<file path="config.mk">
export PLATFORM = sky130hd
export DESIGN_NAME = jtdsp16_rom_loader
export DESIGN_NICKNAME = d
export VERILOG_FILES = /design/src/rtl/jtdsp16_rom_loader.sv
export SDC_FILE = /design/constraint.sdc
export NUM_CORES = 1
export LEC_CHECK = 0
export ABC_AREA = 1
export ABC_CLOCK_PERIOD_IN_PS = 7700
export CAP_MARGIN = 20
export CORE_MARGIN = 4
export CORE_UTILIZATION = 29
export DETAILED_ROUTE_END_ITERATION = 12
export PLACE_DENSITY_LB_ADDON = 0.08
export SYNTH_ARGS = -nofsm -noshare
export SYNTH_HDL_FRONTEND = slang
export SYNTH_SLANG_ARGS = --single-unit
</file>
<file path="constraint.sdc">
create_clock -name clk -period 7.7 [get_ports clk]
set_clock_uncertainty 0.2 [all_clocks]
set_input_delay 1.155 -clock clk [delete_from_list [all_inputs] [get_ports clk]]
set_output_delay 1.155 -clock clk [all_outputs]
set_load 0.02 [all_outputs]
</file>
<file path="src/rtl/jtdsp16_rom_loader.sv">
// Byte-stream ROM loader: pairs incoming bytes into 16-bit words and issues
// one programming write per word, keeping a running 16-bit checksum.
module jtdsp16_rom_loader #(
    parameter bit HIFIRST = 1'b0
) (
    input  logic        clk,
    input  logic        rst,
    input  logic        start,
    input  logic [11:0] len,
    input  logic        byte_valid,
    input  logic [7:0]  byte_data,
    output logic        byte_ready,
    output logic [11:0] prog_addr,
    output logic [15:0] prog_data,
    output logic        prog_we,
    output logic        busy,
    output logic        done,
    output logic [15:0] csum
);

    localparam int unsigned AW = 12;
    localparam int unsigned DW = 16;
    localparam int unsigned BW = 8;
    localparam int unsigned CW = AW + 1;
    localparam logic [CW-1:0] FULL_LEN = CW'(1 << AW);

    typedef enum logic [1:0] {
        S_IDLE = 2'd0,
        S_LOAD = 2'd1,
        S_DONE = 2'd2
    } state_t;

    state_t        state_q, state_d;
    logic [CW-1:0] target_q, target_d;
    logic [CW-1:0] wcnt_q, wcnt_d;
    logic          phase_q, phase_d;
    logic [BW-1:0] hold_q, hold_d;
    logic [AW-1:0] addr_q, addr_d;
    logic [DW-1:0] data_q, data_d;
    logic          we_q, we_d;
    logic [DW-1:0] csum_q, csum_d;
    logic          ready_q, ready_d;
    logic          busy_q, busy_d;
    logic          done_q, done_d;

    // State and output registers
    always_ff @(posedge clk or posedge rst) begin
        if (rst) begin
            state_q  <= S_IDLE;
            target_q <= '0;
            wcnt_q   <= '0;
            phase_q  <= 1'b0;
            hold_q   <= '0;
            addr_q   <= '0;
            data_q   <= '0;
            we_q     <= 1'b0;
            csum_q   <= '0;
            ready_q  <= 1'b0;
            busy_q   <= 1'b0;
            done_q   <= 1'b0;
        end else begin
            state_q  <= state_d;
            target_q <= target_d;
            wcnt_q   <= wcnt_d;
            phase_q  <= phase_d;
            hold_q   <= hold_d;
            addr_q   <= addr_d;
            data_q   <= data_d;
            we_q     <= we_d;
            csum_q   <= csum_d;
            ready_q  <= ready_d;
            busy_q   <= busy_d;
            done_q   <= done_d;
        end
    end

    // Next-state and registered-output logic
    always_comb begin
        state_d  = state_q;
        target_d = target_q;
        wcnt_d   = wcnt_q;
        phase_d  = phase_q;
        hold_d   = hold_q;
        addr_d   = addr_q;
        data_d   = data_q;
        we_d     = 1'b0;
        csum_d   = csum_q;

        // Address advance and checksum accumulate trail each write by one cycle
        if (we_q) begin
            addr_d = addr_q + AW'(1);
            csum_d = csum_q + data_q;
        end

        case (state_q)
            S_IDLE, S_DONE: begin
                if (start) begin
                    state_d  = S_LOAD;
                    target_d = (len == '0) ? FULL_LEN : CW'(len);
                    wcnt_d   = '0;
                    phase_d  = 1'b0;
                    addr_d   = '0;
                    csum_d   = '0;
                end
            end
            S_LOAD: begin
                if (byte_valid && ready_q) begin
                    if (!phase_q) begin
                        hold_d  = byte_data;
                        phase_d = 1'b1;
                    end else begin
                        phase_d = 1'b0;
                        data_d  = HIFIRST ? {hold_q, byte_data} : {byte_data, hold_q};
                        we_d    = 1'b1;
                        wcnt_d  = wcnt_q + CW'(1);
                        if (wcnt_d == target_q) begin
                            state_d = S_DONE;
                        end
                    end
                end
            end
            default: begin
                state_d = S_IDLE;
            end
        endcase

        ready_d = (state_d == S_LOAD);
        busy_d  = (state_d == S_LOAD);
        done_d  = (state_d == S_DONE);
    end

    assign byte_ready = ready_q;
    assign prog_addr  = addr_q;
    assign prog_data  = data_q;
    assign prog_we    = we_q;
    assign busy       = busy_q;
    assign done       = done_q;
    assign csum       = csum_q;

endmodule

</file>
==> results.tsv, run 1 <==
stage	metric	value	unit
critical_path	Critical Path RT	7.72	ns
drt	post-DR vias/cell	4.64	
synth	Yosys reg bits	84	
critical_path	r2r startpoint	wcnt_q[0]	
critical_path	Worst Setup SP	start	
floorplan	standard-cell rows	46	
synth	largest family of logic cells by synthesized area	simple AND/OR/NAND/NOR gates	
drt	Metal-1 WL	6.23	mm
floorplan	Initial Util	29.8	%
global_route	grt total ovfl	0	
placed_design	post-DP HPWL	10.1	mm
clock_tree	CTS Hold Bufs	0	
synth	yosys warns	0	
floorplan	I/O pins	72	
power	clock share of power	16.9	%
drt	final antenna-violating net count	0	
synth	Compound-Gate Fraction of Synth Area	13.4	%
floorplan	Die Wd	136	um
synth	post-synthesis area per instance	7.74	sq um
drt	WL final	13.5	mm
cells_and_area	most common cell after layout, fill and taps aside	nand2_1	
critical_path	CP max-delay cell	clkdlybuf4s50_1	
sta	final setup violation count	0	
run_status	outcome	finished clean	
critical_path	arrival time worst endpoint	3.26	ns
placed_design	Cell Area, Placed	5650	sq um
clock_tree	clk_lat worst skew	0.34	ns
critical_path	largest fanout on the critical path	30	
critical_path	Setup crit end	prog_data[11]	
sta	RSZ-0062 raised after global routing	no	
power	final total power	2.58	mW
synth	post-synthesis sequential area ratio	44.3	%
sta	post-layout min period	3.25	ns
clock_tree	postcts setup bufs	0	
power	internal power	1.39	mW
floorplan	full die area	18500	sq um
sta	Slew HR	49.6	%
global_route	largest net degree at the start of global routing	58	
sta	post-route setup slack	4.45	ns
critical_path	CP startpoint kind	primary input	
global_route	number of global-route vias before repair	4157	
global_route	initial antenna violation count	0	
cells_and_area	diode count	0	
floorplan	total core area	15900	sq um
synth	post-synth cell types	35	
drt	# DRC	0	
cells_and_area	# nets final	724	
drt	WL met3	514	um
clock_tree	clock root buffer	clkbuf_16	
drt	DR vias	4189	
drt	DR iter-0 viols	281	
placed_design	Routability Congestion	0.865	
sta	Final Slew Violations	0	
critical_path	Worst setup EP type	flip-flop	
synth	syn_nets	656	
power	switch share	46.1	%
clock_tree	H-tree depth	3	
synth	Synth Area in XOR/XNOR	0.922	%
power	net switching power figure	1.19	mW
placed_design	DP Worst Slack	4.05	ns
sta	setup TNS	0	ns
cells_and_area	layout cells sized above 1	8.01	%
sta	Max Freq	308	MHz
cells_and_area	Finished Cell Area	5940	sq um
worst_hold_path	worst min path class	reg -> reg	
critical_path	critical-path cell list	clkdlybuf4s50_1 -> inv_2 -> nor2_2 -> inv_2 -> o21ai_2 -> o21ai_2 -> nor2_4 -> inv_2 -> nand2_1 -> o21ai_2	
synth	mux cell area share after synthesis	0.237	%
critical_path	Crit. path cell count	10	
floorplan	Die Y	136	um
cells_and_area	area delta synth->final	25.1	%
clock_tree	Clock transition at path regs	0.07	ns
synth	adder-cell share of the synthesized area	4.90	%
power	Logic pwr share	52.7	%
sta	period utilization	42.2	%
placed_design	IO buf count	71	
global_route	first-pass GRT wire length	21.9	mm
clock_tree	TritonCTS Buffers	9	
drt	Routed WL per cell	14.9	um
clock_tree	CTS resizes	0	
clock_tree	CTS tree	built	
power	sequential share of power	30.5	%
run	max_cap viols	0	
synth	Synth Instances	614	
synth	simple-gate portion of the synthesized area	28.1	%
sta	final hold vios	0	
clock_tree	Max clock buf depth	2	
critical_path	cell class contributing the biggest share of worst-path delay	buffers and inverters	
clock_tree	clock tree sinks	84	
power	Lkg Pwr	2.75	nW
power	Pwr Density	434	nW/um^2
critical_path	FF-to-FF path depth	12	
cells_and_area	most frequent cells in the layout	170 x nand2_1, 84 x dfrtp_1, 71 x clkdlybuf4s50_1, 70 x inv_1, 56 x nor2_1	
power	Worst IR Drop VDD	0.179	mV
drt	Max Used Layer	met4	
critical_path	CP max stage delay	0.49	ns
critical_path	flop2flop setup slack	5.28	ns
critical_path	critical path class	in -> reg	
global_route	gr usage total	15.3	%
critical_path	Buf/Inv on CP	4	
sta	worst-margin pin slew	0.756	ns
drt	first drt pass iteration count	6	
drt	met2 WL	6.55	mm
synth	mapped cell area	4750	sq um
critical_path	R2R Path End	busy	
==> layer usage <==
metal  up-vias  GRT usage, %
met4         0          4.20
li1       2136             -
met3        11          3.96
met1      1949          19.6
met2        93          25.6
met5         -             0
==> how the worst min path moves through the flow <==
stage             startpoint             to  slack [ns]  depth (start not counted)
2_1_floorplan      hold_q[7]   prog_data[7]        0.24                          2
3_3_place_gp   prog_addr[11]  prog_addr[11]        0.25                          1
3_5_place_dp   prog_addr[11]  prog_addr[11]        0.26                          1
4_1_cts        prog_addr[11]  prog_addr[11]        0.27                          1
5_1_grt        prog_addr[11]  prog_addr[11]        0.28                          1
6_report       prog_addr[11]  prog_addr[11]        0.26                          1
==> flip-flops by register name, summed over array words and instances (netlist names) <==
register / count
busy: 1
csum: 16
done: 1
hold_q: 8
phase_q: 1
prog_addr: 12
prog_data: 16
prog_we: 1
state_q: 2
target_q: 13
wcnt_q: 13
==> cells in the mapped netlist <==
cell	instances	area share, %
ha_1	17	4.5
and2_1	1	0.13
nand3b_1	1	0.16
o21bai_1	4	0.63
xor2_1	3	0.55
o211ai_1	5	0.79
nand3_1	52	5.5
nand2_1	170	13
a21oi_1	25	2.6
buf_4	4	0.63
nor4_1	3	0.40
nor3_2	1	0.21
nor2_2	3	0.40
mux2_2	1	0.24
nor3b_1	1	0.16
xnor2_1	2	0.37
buf_6	3	0.71
inv_2	5	0.40
or2_2	2	0.26
nand4_1	8	1.1
nand2_2	2	0.26
nor3_1	7	0.74
o22ai_2	7	1.8
inv_1	71	5.6
buf_2	3	0.32
o21ai_2	10	1.8
a21o_1	1	0.16
o21ai_0	44	4.6
nor2_4	4	0.95
dfrtp_1	84	44
a31oi_1	3	0.40
fa_1	1	0.42
o21a_1	3	0.47
clkbuf_1	7	0.55
nor2_1	56	4.4
==> cell type report <==
type | instances | area [sq um]
fill | 1671 | 10000
multi-input combinational | 437 | 2260
sequential | 84 | 2100
timing repair buffer | 74 | 733
inverter | 76 | 287
tap | 216 | 270
clock buffer | 10 | 239
clock inverter | 6 | 52.6
==> power groups by stage <==
stage | clock [mW] | combinational, mW | sequential [mW]
floorplan | 0 | 0.853 | 0.852
global placement | 0 | 1.35 | 0.799
detailed placement | 0 | 1.36 | 0.796
CTS | 0.448 | 1.37 | 0.792
global route | 0.466 | 1.54 | 0.813
finish | 0.435 | 1.36 | 0.786
==> metrics by stage <==
step / util, % / hold slack, ns / cells
6_report: 37.3 / 0.263 / 903
5_1_grt: 37.3 / 0.280 / 903
4_1_cts: 37.3 / 0.271 / 903
3_5_place_dp: 35.4 / 0.262 / 887
3_3_place_gp: 35.4 / 0.250 / 887
2_1_floorplan: - / 0.243 / 614
==> cells by family (layout without fill, tap and decap cells) <==
group / after synthesis / in the layout
mux: 1 / 1
fa+ha+maj: 18 / 18
buf+inv: 93 / 166
simple gates: 311 / 311
xor+xnor: 5 / 5
compound gates: 102 / 102
flops: 84 / 84
No activity file was read; power rests on OpenSTA's default activity.
==> run 2, diff against run 1 <==
- ABC_CLOCK_PERIOD_IN_PS: 7700 -> 3200
- clock period: 7.7 -> 3.2 ns (I/O delays scaled with it)
==> run 2 against run 1 <==
  * Worst setup slack lost 3.9 ns
  * Critical path depth shrank 9
  * Total power grew to 2.5 times the previous value
  * Count of clock-buffer cells in the layout grew 1
  * Critical path type is now reg -> out
==> results.tsv, run 2 (synthesis results as in run 1) <==
stage	metric	value	unit
placed_design	DP Worst Slack	0.739	ns
critical_path	cell class contributing the biggest share of worst-path delay	flip-flops	
drt	first drt pass iteration count	4	
drt	final antenna-violating net count	0	
global_route	gr usage total	15.6	%
floorplan	standard-cell rows	46	
clock_tree	TritonCTS Buffers	9	
worst_hold_path	worst min path class	reg -> reg	
power	final total power	6.45	mW
drt	Routed WL per cell	14.9	um
placed_design	Routability Congestion	0.886	
sta	period utilization	81.3	%
critical_path	critical path class	reg -> out	
cells_and_area	area delta synth->final	27.1	%
global_route	initial antenna violation count	0	
critical_path	CP startpoint kind	flip-flop	
clock_tree	CTS Hold Bufs	0	
drt	DR iter-0 viols	234	
clock_tree	clk_lat worst skew	0.35	ns
sta	final hold vios	0	
placed_design	IO buf count	71	
sta	post-layout min period	2.60	ns
clock_tree	H-tree depth	3	
sta	worst-margin pin slew	0.763	ns
floorplan	Initial Util	29.8	%
sta	Final Slew Violations	0	
critical_path	critical-path cell list	clkdlybuf4s50_1	
clock_tree	Max clock buf depth	2	
power	Worst IR Drop VDD	0.516	mV
cells_and_area	Finished Cell Area	6040	sq um
power	Lkg Pwr	2.80	nW
critical_path	CP max-delay cell	dfrtp_1	
power	Pwr Density	1070	nW/um^2
placed_design	Cell Area, Placed	5680	sq um
drt	post-DR vias/cell	4.62	
placed_design	Inst Count DP	889	
cells_and_area	layout cells sized above 1	8.27	%
drt	# DRC	0	
critical_path	Buf/Inv on CP	1	
floorplan	Die Wd	136	um
clock_tree	CTS resizes	0	
run_status	outcome	finished clean	
clock_tree	Clock transition at path regs	0.07	ns
global_route	largest net degree at the start of global routing	53	
floorplan	total core area	15900	sq um
sta	RSZ-0062 raised after global routing	no	
critical_path	CP max stage delay	0.83	ns
sta	setup TNS	0	ns
sta	WHS	0.255	ns
cells_and_area	# nets final	726	
drt	WL final	13.5	mm
clock_tree	CTS tree	built	
global_route	grt total ovfl	0	
cells_and_area	non-filler instance count after layout	905	
critical_path	Worst setup EP type	output pin	
cells_and_area	Core Util, Final	37.9	%
drt	DR vias	4184	
floorplan	Die Y	136	um
clock_tree	postcts setup bufs	0	
sta	Max Freq	384	MHz
cells_and_area	most common cell after layout, fill and taps aside	nand2_1	
sta	final setup violation count	0	
run	max_cap viols	0	
critical_path	Critical Path RT	2.52	ns
sta	post-route setup slack	0.599	ns
clock_tree	clock root buffer	clkbuf_16	
cells_and_area	diode count	0	
clock_tree	clock tree sinks	84	
global_route	number of global-route vias before repair	4278	
floorplan	I/O pins	72	
global_route	first-pass GRT wire length	22.3	mm
floorplan	full die area	18500	sq um
placed_design	post-DP HPWL	10.1	mm
cells_and_area	most frequent cells in the layout	170 x nand2_1, 84 x dfrtp_1, 71 x clkdlybuf4s50_1, 70 x inv_1, 56 x nor2_1	
critical_path	arrival time worst endpoint	1.92	ns
critical_path	largest fanout on the critical path	20	
sta	Slew HR	49.1	%
[run 2: cell count changes in the layout (fill, tap and decap cells not counted)]
| cell | delta |
|---|---|
| buf_12 | +1 |
| buf_4 | +1 |
| bufinv_16 | +3 |
| clkbuf_8 | +1 |
| clkinv_4 | +1 |
| clkinvlp_4 | -2 |
| inv_6 | -2 |
| inv_8 | -1 |
[run 2: worst paths after layout]
kind,from,end,slack (ns),depth (start not counted)
worst max-delay path,prog_we,prog_we,0.60,1
worst min register to register,prog_addr[11],prog_addr[11],0.26,1
worst max register to register,wcnt_q[0],busy,0.84,12
min in group asynchronous,rst,prog_data[14],0.32,2
worst min-delay path,prog_addr[11],prog_addr[11],0.26,1
max in group asynchronous,rst,csum[3],1.78,3
[run 2: area by class of cell]
cell class | instances | area, sq um
well taps | 216 | 270
clock buffers | 11 | 253
repair buffers | 76 | 761
clock inverters | 5 | 108
flip-flops and latches | 84 | 2100
inverters | 76 | 287
multi-input cells | 437 | 2260
fillers | 1676 | 9910
[run 2: metal layers]
metal	wire [um]	vias to the layer above	GRT usage, %
li1	-	2129	-
met1	6450	1960	20.7
met2	6190	73	25.0
met3	541	22	3.37
met4	312	0	5.71
met5	0	-	0
[run 2: where the power goes]
| part | switching, mW | internal, mW | total (mW) |
|---|---|---|---|
| combinational | 1.93 | 1.31 | 3.24 |
| sequential | 0.454 | 1.48 | 1.94 |
| clock | 0.459 | 0.809 | 1.27 |
